**src/rtl/alu_pkg.sv**
```systemverilog
`default_nettype none
// ============================================================================
// Module   : alu_pkg
// Brief    : Shared types and encodings for the execute unit: instruction
//            format codes, 5-bit ALU op encoding, M-extension op kinds and
//            the execute-unit state enum.
// Revision : 1.0 - initial release
// ============================================================================
package alu_pkg;

    // Instruction format codes as presented by the decode stage
    typedef logic [3:0] fmt_t;
    localparam fmt_t c_fmt_r  = 4'd0;
    localparam fmt_t c_fmt_i  = 4'd1;
    localparam fmt_t c_fmt_il = 4'd2;
    localparam fmt_t c_fmt_ie = 4'd3;
    localparam fmt_t c_fmt_s  = 4'd4;
    localparam fmt_t c_fmt_b  = 4'd5;
    localparam fmt_t c_fmt_j  = 4'd6;
    localparam fmt_t c_fmt_ji = 4'd7;
    localparam fmt_t c_fmt_u  = 4'd8;
    localparam fmt_t c_fmt_up = 4'd9;

    // Single-cycle ALU operation encoding
    typedef logic [4:0] alu_op_t;
    localparam alu_op_t c_alu_add    = 5'd0;
    localparam alu_op_t c_alu_sub    = 5'd1;
    localparam alu_op_t c_alu_and    = 5'd2;
    localparam alu_op_t c_alu_or     = 5'd3;
    localparam alu_op_t c_alu_xor    = 5'd4;
    localparam alu_op_t c_alu_sll    = 5'd5;
    localparam alu_op_t c_alu_srl    = 5'd6;
    localparam alu_op_t c_alu_slt    = 5'd7;
    localparam alu_op_t c_alu_sra    = 5'd14;
    localparam alu_op_t c_alu_sltu   = 5'd15;
    localparam alu_op_t c_alu_sll_12 = 5'd16;

    // M-extension operations, encoded as their funct3 value
    typedef enum logic [2:0] {
        M_MUL    = 3'd0,
        M_MULH   = 3'd1,
        M_MULHSU = 3'd2,
        M_MULHU  = 3'd3,
        M_DIV    = 3'd4,
        M_DIVU   = 3'd5,
        M_REM    = 3'd6,
        M_REMU   = 3'd7
    } m_kind_e;

    // Execute-unit control states
    typedef enum logic [1:0] {
        S_IDLE = 2'd0,
        S_MUL  = 2'd1,
        S_DIV  = 2'd2,
        S_DONE = 2'd3
    } state_e;

    // Base RV32I operation selected by funct3 alone (funct7 variants handled by caller)
    function automatic alu_op_t base_op(input logic [2:0] funct3);
        case (funct3)
            3'd0:    return c_alu_add;
            3'd1:    return c_alu_sll;
            3'd2:    return c_alu_slt;
            3'd3:    return c_alu_sltu;
            3'd4:    return c_alu_xor;
            3'd5:    return c_alu_srl;
            3'd6:    return c_alu_or;
            default: return c_alu_and;
        endcase
    endfunction

endpackage
`default_nettype wire

```
**src/rtl/alu_op_decode.sv**
```systemverilog
`default_nettype none
// ============================================================================
// Module   : alu_op_decode
// Brief    : Combinational decode of fmt/funct3/funct7 into an ALU op,
//            multiply/divide selects, M-op kind and an illegal flag.
// Revision : 1.0 - initial release
// ============================================================================
module alu_op_decode
    import alu_pkg::*;
#(
    parameter bit ENABLE_M = 1'b1
) (
    input  logic [3:0] i_fmt,
    input  logic [2:0] i_funct3,
    input  logic [6:0] i_funct7,
    output alu_op_t    o_alu_op,
    output logic       o_is_mul,
    output logic       o_is_div,
    output m_kind_e    o_m_kind,
    output logic       o_illegal
);

    // Full decode; every output has a default so no path can latch
    always_comb begin
        o_alu_op  = c_alu_add;
        o_is_mul  = 1'b0;
        o_is_div  = 1'b0;
        o_m_kind  = m_kind_e'(i_funct3);
        o_illegal = 1'b0;
        case (i_fmt)
            c_fmt_r: begin
                if (i_funct7 == 7'h01) begin
                    if (ENABLE_M) begin
                        o_is_mul = ~i_funct3[2];
                        o_is_div = i_funct3[2];
                    end else begin
                        o_illegal = 1'b1;
                    end
                end else if (i_funct3 == 3'd0 || i_funct3 == 3'd5) begin
                    // ADD/SUB and SRL/SRA are the only ops with a 0x20 variant
                    if (i_funct7 == 7'h00) begin
                        o_alu_op = base_op(i_funct3);
                    end else if (i_funct7 == 7'h20) begin
                        o_alu_op = (i_funct3 == 3'd0) ? c_alu_sub : c_alu_sra;
                    end else begin
                        o_illegal = 1'b1;
                    end
                end else begin
                    o_alu_op  = base_op(i_funct3);
                    o_illegal = (i_funct7 != 7'h00);
                end
            end
            c_fmt_i: begin
                // funct7 is imm[11:5]; it only carries meaning for the shifts
                o_alu_op = base_op(i_funct3);
                if (i_funct3 == 3'd1) begin
                    o_illegal = (i_funct7 != 7'h00);
                end else if (i_funct3 == 3'd5) begin
                    if (i_funct7 == 7'h20) begin
                        o_alu_op = c_alu_sra;
                    end else if (i_funct7 != 7'h00) begin
                        o_illegal = 1'b1;
                    end
                end
            end
            c_fmt_il, c_fmt_s, c_fmt_b, c_fmt_j, c_fmt_ji, c_fmt_up: begin
                o_alu_op = c_alu_add;
            end
            c_fmt_u: begin
                o_alu_op = c_alu_sll_12;
            end
            default: begin
                o_illegal = 1'b1;
            end
        endcase
    end

endmodule
`default_nettype wire

```
**src/rtl/alu_exec_unit.sv**
```systemverilog
`default_nettype none
// ============================================================================
// Module   : alu_exec_unit
// Brief    : Multi-cycle execute unit: registered single-cycle ALU plus an
//            iterative shift-add multiplier / restoring divider sharing one
//            XLEN+1 adder. One operation in flight, valid/ready both sides.
// Revision : 1.0 - initial release
// ============================================================================
module alu_exec_unit
    import alu_pkg::*;
#(
    parameter int XLEN     = 32,
    parameter bit ENABLE_M = 1'b1
) (
    input  logic            clk,
    input  logic            resetn,
    input  logic            flush,
    input  logic            in_valid,
    output logic            in_ready,
    input  logic [3:0]      in_fmt,
    input  logic [2:0]      in_funct3,
    input  logic [6:0]      in_funct7,
    input  logic [XLEN-1:0] in_a,
    input  logic [XLEN-1:0] in_b,
    output logic            out_valid,
    input  logic            out_ready,
    output logic [XLEN-1:0] out_result,
    output logic            out_illegal
);

    localparam int              c_sh_w = $clog2(XLEN);
    localparam logic [XLEN-1:0] c_min  = {1'b1, {(XLEN-1){1'b0}}};

    state_e            r_state;
    logic [XLEN-1:0]   r_hi;       // product high half / partial remainder
    logic [XLEN-1:0]   r_lo;       // multiplier+product low half / dividend->quotient
    logic [XLEN-1:0]   r_opb;      // multiplicand / divisor magnitude
    logic [XLEN-1:0]   r_result;
    logic [c_sh_w-1:0] r_cnt;
    m_kind_e           r_kind;
    logic              r_neg;      // negate the selected result at the end
    logic              r_illegal;

    alu_op_t           w_alu_op;
    logic              w_is_mul;
    logic              w_is_div;
    logic              w_illegal;
    m_kind_e           w_m_kind;
    logic [XLEN-1:0]   w_alu_res;
    logic [c_sh_w-1:0] w_shamt;
    logic              w_a_sgn;
    logic              w_b_sgn;
    logic [XLEN-1:0]   w_a_mag;
    logic [XLEN-1:0]   w_b_mag;
    logic              w_neg;
    logic              w_div_zero;
    logic              w_div_ovf;
    logic [XLEN-1:0]   w_special;
    logic [XLEN:0]     w_add_a;
    logic [XLEN:0]     w_add_b;
    logic              w_add_cin;
    logic [XLEN+1:0]   w_add_sum;
    logic              w_div_ok;
    logic [XLEN-1:0]   w_nxt_hi;
    logic [XLEN-1:0]   w_nxt_lo;
    logic [XLEN-1:0]   w_fin_res;

    assign in_ready    = (r_state == S_IDLE);
    assign out_valid   = (r_state == S_DONE);
    assign out_result  = r_result;
    assign out_illegal = r_illegal;

    alu_op_decode #(
        .ENABLE_M (ENABLE_M)
    ) u_decode (
        .i_fmt     (in_fmt),
        .i_funct3  (in_funct3),
        .i_funct7  (in_funct7),
        .o_alu_op  (w_alu_op),
        .o_is_mul  (w_is_mul),
        .o_is_div  (w_is_div),
        .o_m_kind  (w_m_kind),
        .o_illegal (w_illegal)
    );

    assign w_shamt = in_b[c_sh_w-1:0];

    // Single-cycle ALU result, registered on acceptance
    always_comb begin
        case (w_alu_op)
            c_alu_add:    w_alu_res = in_a + in_b;
            c_alu_sub:    w_alu_res = in_a - in_b;
            c_alu_and:    w_alu_res = in_a & in_b;
            c_alu_or:     w_alu_res = in_a | in_b;
            c_alu_xor:    w_alu_res = in_a ^ in_b;
            c_alu_sll:    w_alu_res = in_a << w_shamt;
            c_alu_srl:    w_alu_res = in_a >> w_shamt;
            c_alu_slt:    w_alu_res = {{(XLEN-1){1'b0}}, ($signed(in_a) < $signed(in_b))};
            c_alu_sra:    w_alu_res = $unsigned($signed(in_a) >>> w_shamt);
            c_alu_sltu:   w_alu_res = {{(XLEN-1){1'b0}}, (in_a < in_b)};
            c_alu_sll_12: w_alu_res = in_b << 12;
            default:      w_alu_res = '0;
        endcase
    end

    // Operand signs per M op; unsigned operands are never treated as negative
    always_comb begin
        w_a_sgn = 1'b0;
        w_b_sgn = 1'b0;
        case (w_m_kind)
            M_MULH, M_DIV, M_REM: begin
                w_a_sgn = in_a[XLEN-1];
                w_b_sgn = in_b[XLEN-1];
            end
            M_MULHSU: w_a_sgn = in_a[XLEN-1];
            default:  ;
        endcase
    end

    assign w_a_mag    = w_a_sgn ? ({XLEN{1'b0}} - in_a) : in_a;
    assign w_b_mag    = w_b_sgn ? ({XLEN{1'b0}} - in_b) : in_b;
    // Remainder follows the dividend sign; everything else follows a^b
    assign w_neg      = (w_m_kind == M_REM) ? w_a_sgn : (w_a_sgn ^ w_b_sgn);
    assign w_div_zero = (in_b == '0);
    assign w_div_ovf  = ((w_m_kind == M_DIV) || (w_m_kind == M_REM)) &&
                        (in_a == c_min) && (in_b == '1);
    // m_kind bit 1 distinguishes REM/REMU from DIV/DIVU
    assign w_special  = w_div_zero ? (w_m_kind[1] ? in_a : '1)
                                   : (w_m_kind[1] ? '0 : in_a);

    // Shared adder: add-or-skip for MUL, trial subtract for DIV
    always_comb begin
        if (r_state == S_DIV) begin
            w_add_a   = {r_hi, r_lo[XLEN-1]};
            w_add_b   = ~{1'b0, r_opb};
            w_add_cin = 1'b1;
        end else begin
            w_add_a   = {1'b0, r_hi};
            w_add_b   = r_lo[0] ? {1'b0, r_opb} : '0;
            w_add_cin = 1'b0;
        end
    end

    assign w_add_sum = {1'b0, w_add_a} + {1'b0, w_add_b} + {{(XLEN+1){1'b0}}, w_add_cin};
    assign w_div_ok  = w_add_sum[XLEN+1];

    // Next iteration state for whichever engine is running
    always_comb begin
        if (r_state == S_DIV) begin
            w_nxt_hi = w_div_ok ? w_add_sum[XLEN-1:0] : w_add_a[XLEN-1:0];
            w_nxt_lo = {r_lo[XLEN-2:0], w_div_ok};
        end else begin
            w_nxt_hi = w_add_sum[XLEN:1];
            w_nxt_lo = {w_add_sum[0], r_lo[XLEN-1:1]};
        end
    end

    // Half selection and sign fix-up applied on the last iteration
    always_comb begin
        case (r_kind)
            M_MUL:                     w_fin_res = w_nxt_lo;
            M_MULH, M_MULHSU, M_MULHU: w_fin_res = r_neg ?
                (~w_nxt_hi + {{(XLEN-1){1'b0}}, (w_nxt_lo == '0)}) : w_nxt_hi;
            M_DIV, M_DIVU:             w_fin_res = r_neg ? ({XLEN{1'b0}} - w_nxt_lo) : w_nxt_lo;
            default:                   w_fin_res = r_neg ? ({XLEN{1'b0}} - w_nxt_hi) : w_nxt_hi;
        endcase
    end

    // Control FSM and iteration datapath
    always_ff @(posedge clk or negedge resetn) begin
        if (!resetn) begin
            r_state   <= S_IDLE;
            r_hi      <= '0;
            r_lo      <= '0;
            r_opb     <= '0;
            r_result  <= '0;
            r_cnt     <= '0;
            r_kind    <= M_MUL;
            r_neg     <= 1'b0;
            r_illegal <= 1'b0;
        end else if (flush) begin
            // A DONE handshake in this cycle still completes at the consumer
            r_state <= S_IDLE;
        end else begin
            case (r_state)
                S_IDLE: begin
                    if (in_valid) begin
                        r_kind    <= w_m_kind;
                        r_neg     <= w_neg;
                        r_cnt     <= '0;
                        r_illegal <= w_illegal;
                        if (w_is_mul) begin
                            r_hi    <= '0;
                            r_lo    <= w_b_mag;
                            r_opb   <= w_a_mag;
                            r_state <= S_MUL;
                        end else if (w_is_div && (w_div_zero || w_div_ovf)) begin
                            r_result <= w_special;
                            r_state  <= S_DONE;
                        end else if (w_is_div) begin
                            r_hi    <= '0;
                            r_lo    <= w_a_mag;
                            r_opb   <= w_b_mag;
                            r_state <= S_DIV;
                        end else begin
                            r_result <= w_illegal ? '0 : w_alu_res;
                            r_state  <= S_DONE;
                        end
                    end
                end
                S_MUL, S_DIV: begin
                    r_hi  <= w_nxt_hi;
                    r_lo  <= w_nxt_lo;
                    r_cnt <= r_cnt + c_sh_w'(1);
                    if (r_cnt == c_sh_w'(XLEN-1)) begin
                        r_result <= w_fin_res;
                        r_state  <= S_DONE;
                    end
                end
                S_DONE: begin
                    if (out_ready) begin
                        r_state <= S_IDLE;
                    end
                end
                default: r_state <= S_IDLE;
            endcase
        end
    end

endmodule
`default_nettype wire
```
**config.mk**
```make
export PLATFORM = sky130hd
export DESIGN_NAME = alu_exec_unit
export DESIGN_NICKNAME = d
export VERILOG_FILES = /design/src/rtl/alu_pkg.sv /design/src/rtl/alu_op_decode.sv /design/src/rtl/alu_exec_unit.sv
export SDC_FILE = /design/constraint.sdc
export NUM_CORES = 1
export LEC_CHECK = 0
export CORE_ASPECT_RATIO = 0.7
export CORE_UTILIZATION = 40
export CTS_CLUSTER_DIAMETER = 60
export DETAILED_ROUTE_END_ITERATION = 12
export HOLD_SLACK_MARGIN = 0.03
export PLACE_DENSITY = 0.58
export SETUP_SLACK_MARGIN = 0.3
export SLEW_MARGIN = 10
export SYNTH_ARGS = -nofsm -noshare
export SYNTH_HDL_FRONTEND = slang
export SYNTH_SLANG_ARGS = --single-unit
```
**constraint.sdc**
```tcl
create_clock -name clk -period 19.8 [get_ports clk]
set_input_delay 3.96 -clock clk [delete_from_list [all_inputs] [get_ports clk]]
set_output_delay 3.96 -clock clk [all_outputs]
set_load 0.1 [all_outputs]
```
Yosys cells after proc, flatten, opt, wreduce, memory -nomap -nowiden
Index checks and enable logic that the tools add are counted.
- register bits after elaboration: 140
- input port bits: 83
- output and inout bits: 35
- logic and storage cells: 181
- $add $sub $neg: 10
- magnitude comparators: 2
- equal/unequal tests: 47
- shift operators: 3
- muxes and demuxes: 73
- bitwise logic cells: 8
- reduce and logical (&&, ||, !) cells: 29
- operators by type and width (operator ; number):
    $mux W32 ; 29
    $pmux W32 S11 ; 1
    $pmux W32 S2 ; 3
    $sub A1 B32 Y32 const A ; 4
    $pmux W32 S3 ; 1
    $mux W33 ; 2
    $eq A32 B32 Y1 const B ; 2
    $logic_not A32 Y1 ; 2
    $lt A32 B32 Y1 ; 2
    $mux W5 ; 7
    $add A33 B33 Y34 ; 1
    $add A34 B1 Y34 ; 1
    $not A32 Y33 ; 1
    $add A32 B1 Y32 ; 1
    $add A32 B32 Y32 ; 1
    $and A32 B32 Y32 ; 1
    $not A32 Y32 ; 1
    $or A32 B32 Y32 ; 1
    $shl A32 B5 Y32 ; 1
    $shr A32 B5 Y32 ; 1
    $sshr A32 B5 Y32 ; 1
    $sub A32 B32 Y32 ; 1
    $xor A32 B32 Y32 ; 1
    $pmux W4 S7 ; 1
    47 further kinds ; 105

Longest topological paths before layout
- depth in word-level cells: 15
- depth in mapped cells: 39
- mapped depth without buffers: 27

By module
Synthesis repeated with hierarchy kept, for this count alone.
- cells, all modules: 3432
- area total of the unflattened synthesis: 24478.5 um^2
- by module, submodules not included (module ; instances ; cells an instance ; area each (um^2) ; seq. area each (um^2)):
    alu_exec_unit ; 1 ; 3383 ; 24174.4 ; 3503.4
    alu_op_decode ; 1 ; 49 ; 304.0 ; 0.0

Worst setup path before layout
No wires, ideal clock.
- path kind: register to register
- from: reg r_state[0]
- to: reg r_result[31], in the netlist out_result[31]
- data arrival time: 9.743 ns
- required time: 19.676 ns
- slack: 9.933 ns
- stages on the path, launching flop included: 39
- path buffers: 13
- clock period less this slack: 9.867 ns
- cell sequence: dfrtp_1 inv_1 ha_1 clkbuf_1 clkbuf_1 buf_2 buf_2 clkbuf_1 buf_2 buf_1 clkbuf_1 clkbuf_1 mux2_2 ha_1 buf_4 a21oi_4 o211ai_1 a221o_1 [3 not listed] clkbuf_1 clkbuf_1 a21oi_1 ha_1 o21ai_0 or3_1 or4_1 nand3b_1 or3_1 nor4_1 ha_1 nand2_1 nor3_1 nand3_1 nand3_1 o21ai_0 o31a_1 o31a_1
- word-level cells in the longest chain between the ends: 12
- elaborated cells between the ends (all ways): 29
- ends and longest elaborated chain (what ; line ; RTL):
    start: declaration ; alu_exec_unit.sv:34 ; state_e r_state;
    start signal: assignment ; alu_exec_unit.sv:172 ; r_state <= S_IDLE;
    start signal: assignment ; alu_exec_unit.sv:183 ; r_state <= S_IDLE;
    start signal: assignment ; alu_exec_unit.sv:196 ; r_state <= S_MUL;
    branches (longest 12 deep; another with $add A33 B33 Y34) ; -- ;
    end signal: assignment ; alu_exec_unit.sv:198 ; r_result <= w_special;
    end signal: assignment ; alu_exec_unit.sv:206 ; r_result <= w_illegal ? '0 : w_alu_res;
    end signal: assignment ; alu_exec_unit.sv:216 ; r_result <= w_fin_res;
    end: declaration ; alu_exec_unit.sv:38 ; logic [XLEN-1:0] r_result;
Parallel ways; which one is timed is not known. The select of a mux whose other input is x is not followed.
A chain may end at the register's enable or synchronous reset.

Worst setup path after layout
- from: reg r_state[0]
- to: reg r_result[26], in the netlist out_result[26]
The elaborated chain is that of the path after synthesis.

==> flow_metrics.tcl <==
set metrics [dict create \
    die_area_um2 61700 \
    vias 29000 \
    cts_tree "yes" \
    power.leakage_nw 10.7 \
    grt_pass1_wl_um 183000 \
    drt_iter0_drc 5094 \
    final_hold_viol_count 0 \
    syn-num-nets 3690 \
    hpwlAfterDp_um 102000 \
    clk-insertion-delay-late_ps 470 \
    dr.pass1.iters 7 \
    wire_per_inst_um 30.4 \
    holdPathEnd "out_illegal$_DFFE_PN0P_" \
    diodes 0 \
    place_congestion 1.07 \
    drive_gt1_share_pct 9.31 \
    period_share_pct 49.8 \
    crit_arrival_ps 10260 \
    p_per_area_nw_per_um2 134 \
    synth_ff_type "dfrtp_1" \
    r2r-end "out_result[26]$_DFFE_PN0P_" \
    status "finished clean" \
    io_buffers 117 \
    totalNegativeSetupSlack_ps 0 \
    syn-cell-area_um2 24300 \
    syn-mean-instance-area_um2 7.01 \
    cts-htree-levels 4 \
    worstPathRequired_ps 20200 \
    cts_buffers 17 \
    grt_pass1_vias 25400 \
    netlist.area_leader.share_pct 14.4 \
    final_core_util_pct 44.7 \
    antenna_found_initial 0 \
    max-vdd-ir-drop_v 0.000158 \
    rrSetupSlack_ps 9940 \
    die_x_um 296 \
    grt_usage_pct 40.7 \
    seq_area_frac_synth_pct 14.4 \
    cts_resized 0 \
    finalClockSkew_ps 12.1 \
    clock-sinks 140 \
    worst_r2r_path_depth 25 \
    grtUsageMet3_pct 21.9 \
    grt_overflow 0 \
    whs_ps 479 \
    async_flop_share_pct 100 \
    rows 75 \
    min_path_cells 2 \
    antenna_left 0 \
    clk_pin_slew_ps 70 \
    fmax_mhz 101 \
    use_met2_pct 47.3 \
    pre_cts_ws_ps 10010 \
    drt-total-wl_um 129000 \
    min_from "out_illegal$_DFFE_PN0P_" \
    area_delta_synth_final_pct 10.3 \
    remaining_drc_errors 0 \
    cts_root_buf "clkbuf_16" \
    postCtsSetupBuffers 0 \
    crit_fanout 53 \
    grt_start_max_net_pins 87 \
    hold_path.class "reg2reg" \
    final_nets 3654 \
    slew_viol_final 0 \
    grt-busiest-layer "met1" \
    core_area_um2 60000 \
    cts_hold_repair.buffers 0 \
    setup_slack_ps 9940 \
    io_pins 118 \
    path_class "reg2reg" \
    grt_use_met1_pct 62.9 \
    rsz0062_at_grt "no" \
    ys_warn_count 0 \
    start_util_pct 40.5 \
    synthCells 3461 \
    crit_path_start_kind "register" \
    die_h_um 208 \
    synth.largest_area_cell "dfrtp_1" \
    synth_cell_types 93 \
    synth_enable_flop_cells 0 \
    worst_pin_slew_ps 1410 \
    synth_area_leaders "dfrtp_1 (14%), ha_1 (7.3%), a21oi_1 (7.2%), o21ai_0 (6.6%), nor2_1 (6.2%)" \
    r2r-start "r_state[0]$_DFFE_PN0P_" \
    vias_per_cell 6.84 \
    cts_buffer_depth 2 \
    end_kind "register" \
    period_needed_ps 9860 \
    slew_headroom_pct 4.80 \
    nFillCells 6238 \
    setup_viol 0 \
    maxCapViolCount 0 \
    ys_ff_latch 140 \
]
==> cell families after synthesis <==
| family | Yosys count | synth area share (%) |
|---|---|---|
| XOR/XNOR | 149 | 5.38 |
| flip-flops | 140 | 14.4 |
| buffers and inverters | 408 | 6.46 |
| multiplexers | 217 | 11.4 |
| AO/OA/AOI/OAI | 1241 | 32.8 |
| AND/OR/NAND/NOR | 1158 | 21.7 |
| adder cells (fa/ha/maj) | 148 | 7.73 |
==> state kept, by name, indices dropped and copies added, names as in the netlist, 2 cells and up <==
name / flops
r_cnt: 5
r_hi: 32
r_state: 2
out_result: 32
r_lo: 32
r_kind: 3
r_opb: 32
==> worst max-delay path by stage <==
stage	endpoint	startpoint	depth (start not counted)	slack, ps
after detailed placement	out_result[28]$_DFFE_PN0P_	in_b[1]	19	10010
after global routing	out_result[10]$_DFFE_PN0P_	r_state[0]$_DFFE_PN0P_	24	9720
after floorplan	out_result[31]$_DFFE_PN0P_	r_state[0]$_DFFE_PN0P_	38	9930
final	out_result[26]$_DFFE_PN0P_	r_state[0]$_DFFE_PN0P_	25	9940
after CTS	out_result[28]$_DFFE_PN0P_	in_b[1]	19	10460
after global placement	out_result[28]$_DFFE_PN0P_	in_a[1]	17	10140
==> layout by cell type, fill, tap and decap left out, types with 20 or more instances in the layout <==
master | netlist | final
xnor2_1 | 113 | 113
nand2b_1 | 31 | 29
mux4_2 | 41 | 41
or3_1 | 34 | 34
inv_1 | 129 | 129
o22ai_1 | 35 | 35
nor2_1 | 398 | 398
o221ai_1 | 26 | 26
o21ai_0 | 322 | 322
o211ai_1 | 53 | 53
nor3_1 | 82 | 81
mux2i_1 | 105 | 105
o21bai_1 | 27 | 27
mux2_2 | 71 | 71
ha_1 | 142 | 140
nand4_1 | 47 | 47
buf_4 | 3 | 103
nand2_1 | 364 | 364
and2_1 | 20 | 20
a221oi_1 | 26 | 26
a211oi_1 | 54 | 54
nor4_1 | 24 | 24
a22o_1 | 23 | 23
dfrtp_1 | 140 | 139
xor2_1 | 36 | 36
a21oi_1 | 348 | 345
nand3_1 | 72 | 72
o31ai_1 | 31 | 31
clkdlybuf4s50_1 | 0 | 111
a21o_1 | 29 | 28
a31oi_1 | 49 | 49
==> per-layer routing <==
layer	routed length, um	part of all wire, %
met4	2260	1.8
met2	44600	35
met1	58100	45
met3	23900	19
met5	124	0.096
==> through the flow <==
stage                     cell area, um2  total power, mW  cells
after global placement             26200             3.12   4214
after CTS                          26800             3.45   4246
after detailed placement           26200             3.10   4214
after global routing               26800             3.74   4246
after floorplan                    24300             2.29   3461
final                              26800             3.58   4246
==> power by group <==
group / total [mW] / internal [mW] / switching, mW
combinational: 2.71 / 0.847 / 1.86
clock: 0.335 / 0.186 / 0.149
sequential: 0.532 / 0.380 / 0.153
==> cell usage after synthesis (41+ instances only) <==
library cell and number:
nor2_1 398, nand2_1 364, a21oi_1 348, o21ai_0 322, clkbuf_1 225, ha_1 142
dfrtp_1 140, inv_1 129, xnor2_1 113, mux2i_1 105, nor3_1 82, nand3_1 72
mux2_2 71, a211oi_1 54, o211ai_1 53, a31oi_1 49, nand4_1 47, mux4_2 41
==> cell type report <==
cell class	instances	area, um2	area share, %
inverter	134	503	1.88
tap	808	1010	3.77
multi-input combinational	2913	19300	71.9
clock buffer	19	433	1.62
timing repair buffer	219	1920	7.15
sequential	140	3500	13.1
clock inverter	13	145	0.542
==> critical path, stage by stage (launching register included) <==
cell,delay (ps)
dfrtp_1,400
inv_1,150
ha_4,490
buf_4,650
mux2_2,410
ha_1,380
a21oi_1,300
o211ai_1,160
a21oi_1,440
o211a_1,340
a21oi_4,90
a21oi_1,400
ha_1,280
o21ai_0,170
or3_1,450
or4_1,670
nand3b_1,300
or3_1,420
nor4_1,990
ha_1,340
nand2_1,210
o41ai_1,980
and3_1,270
mux2i_1,70
nand4b_1,190
o211a_1,170
(Power assumes the default switching activity.)
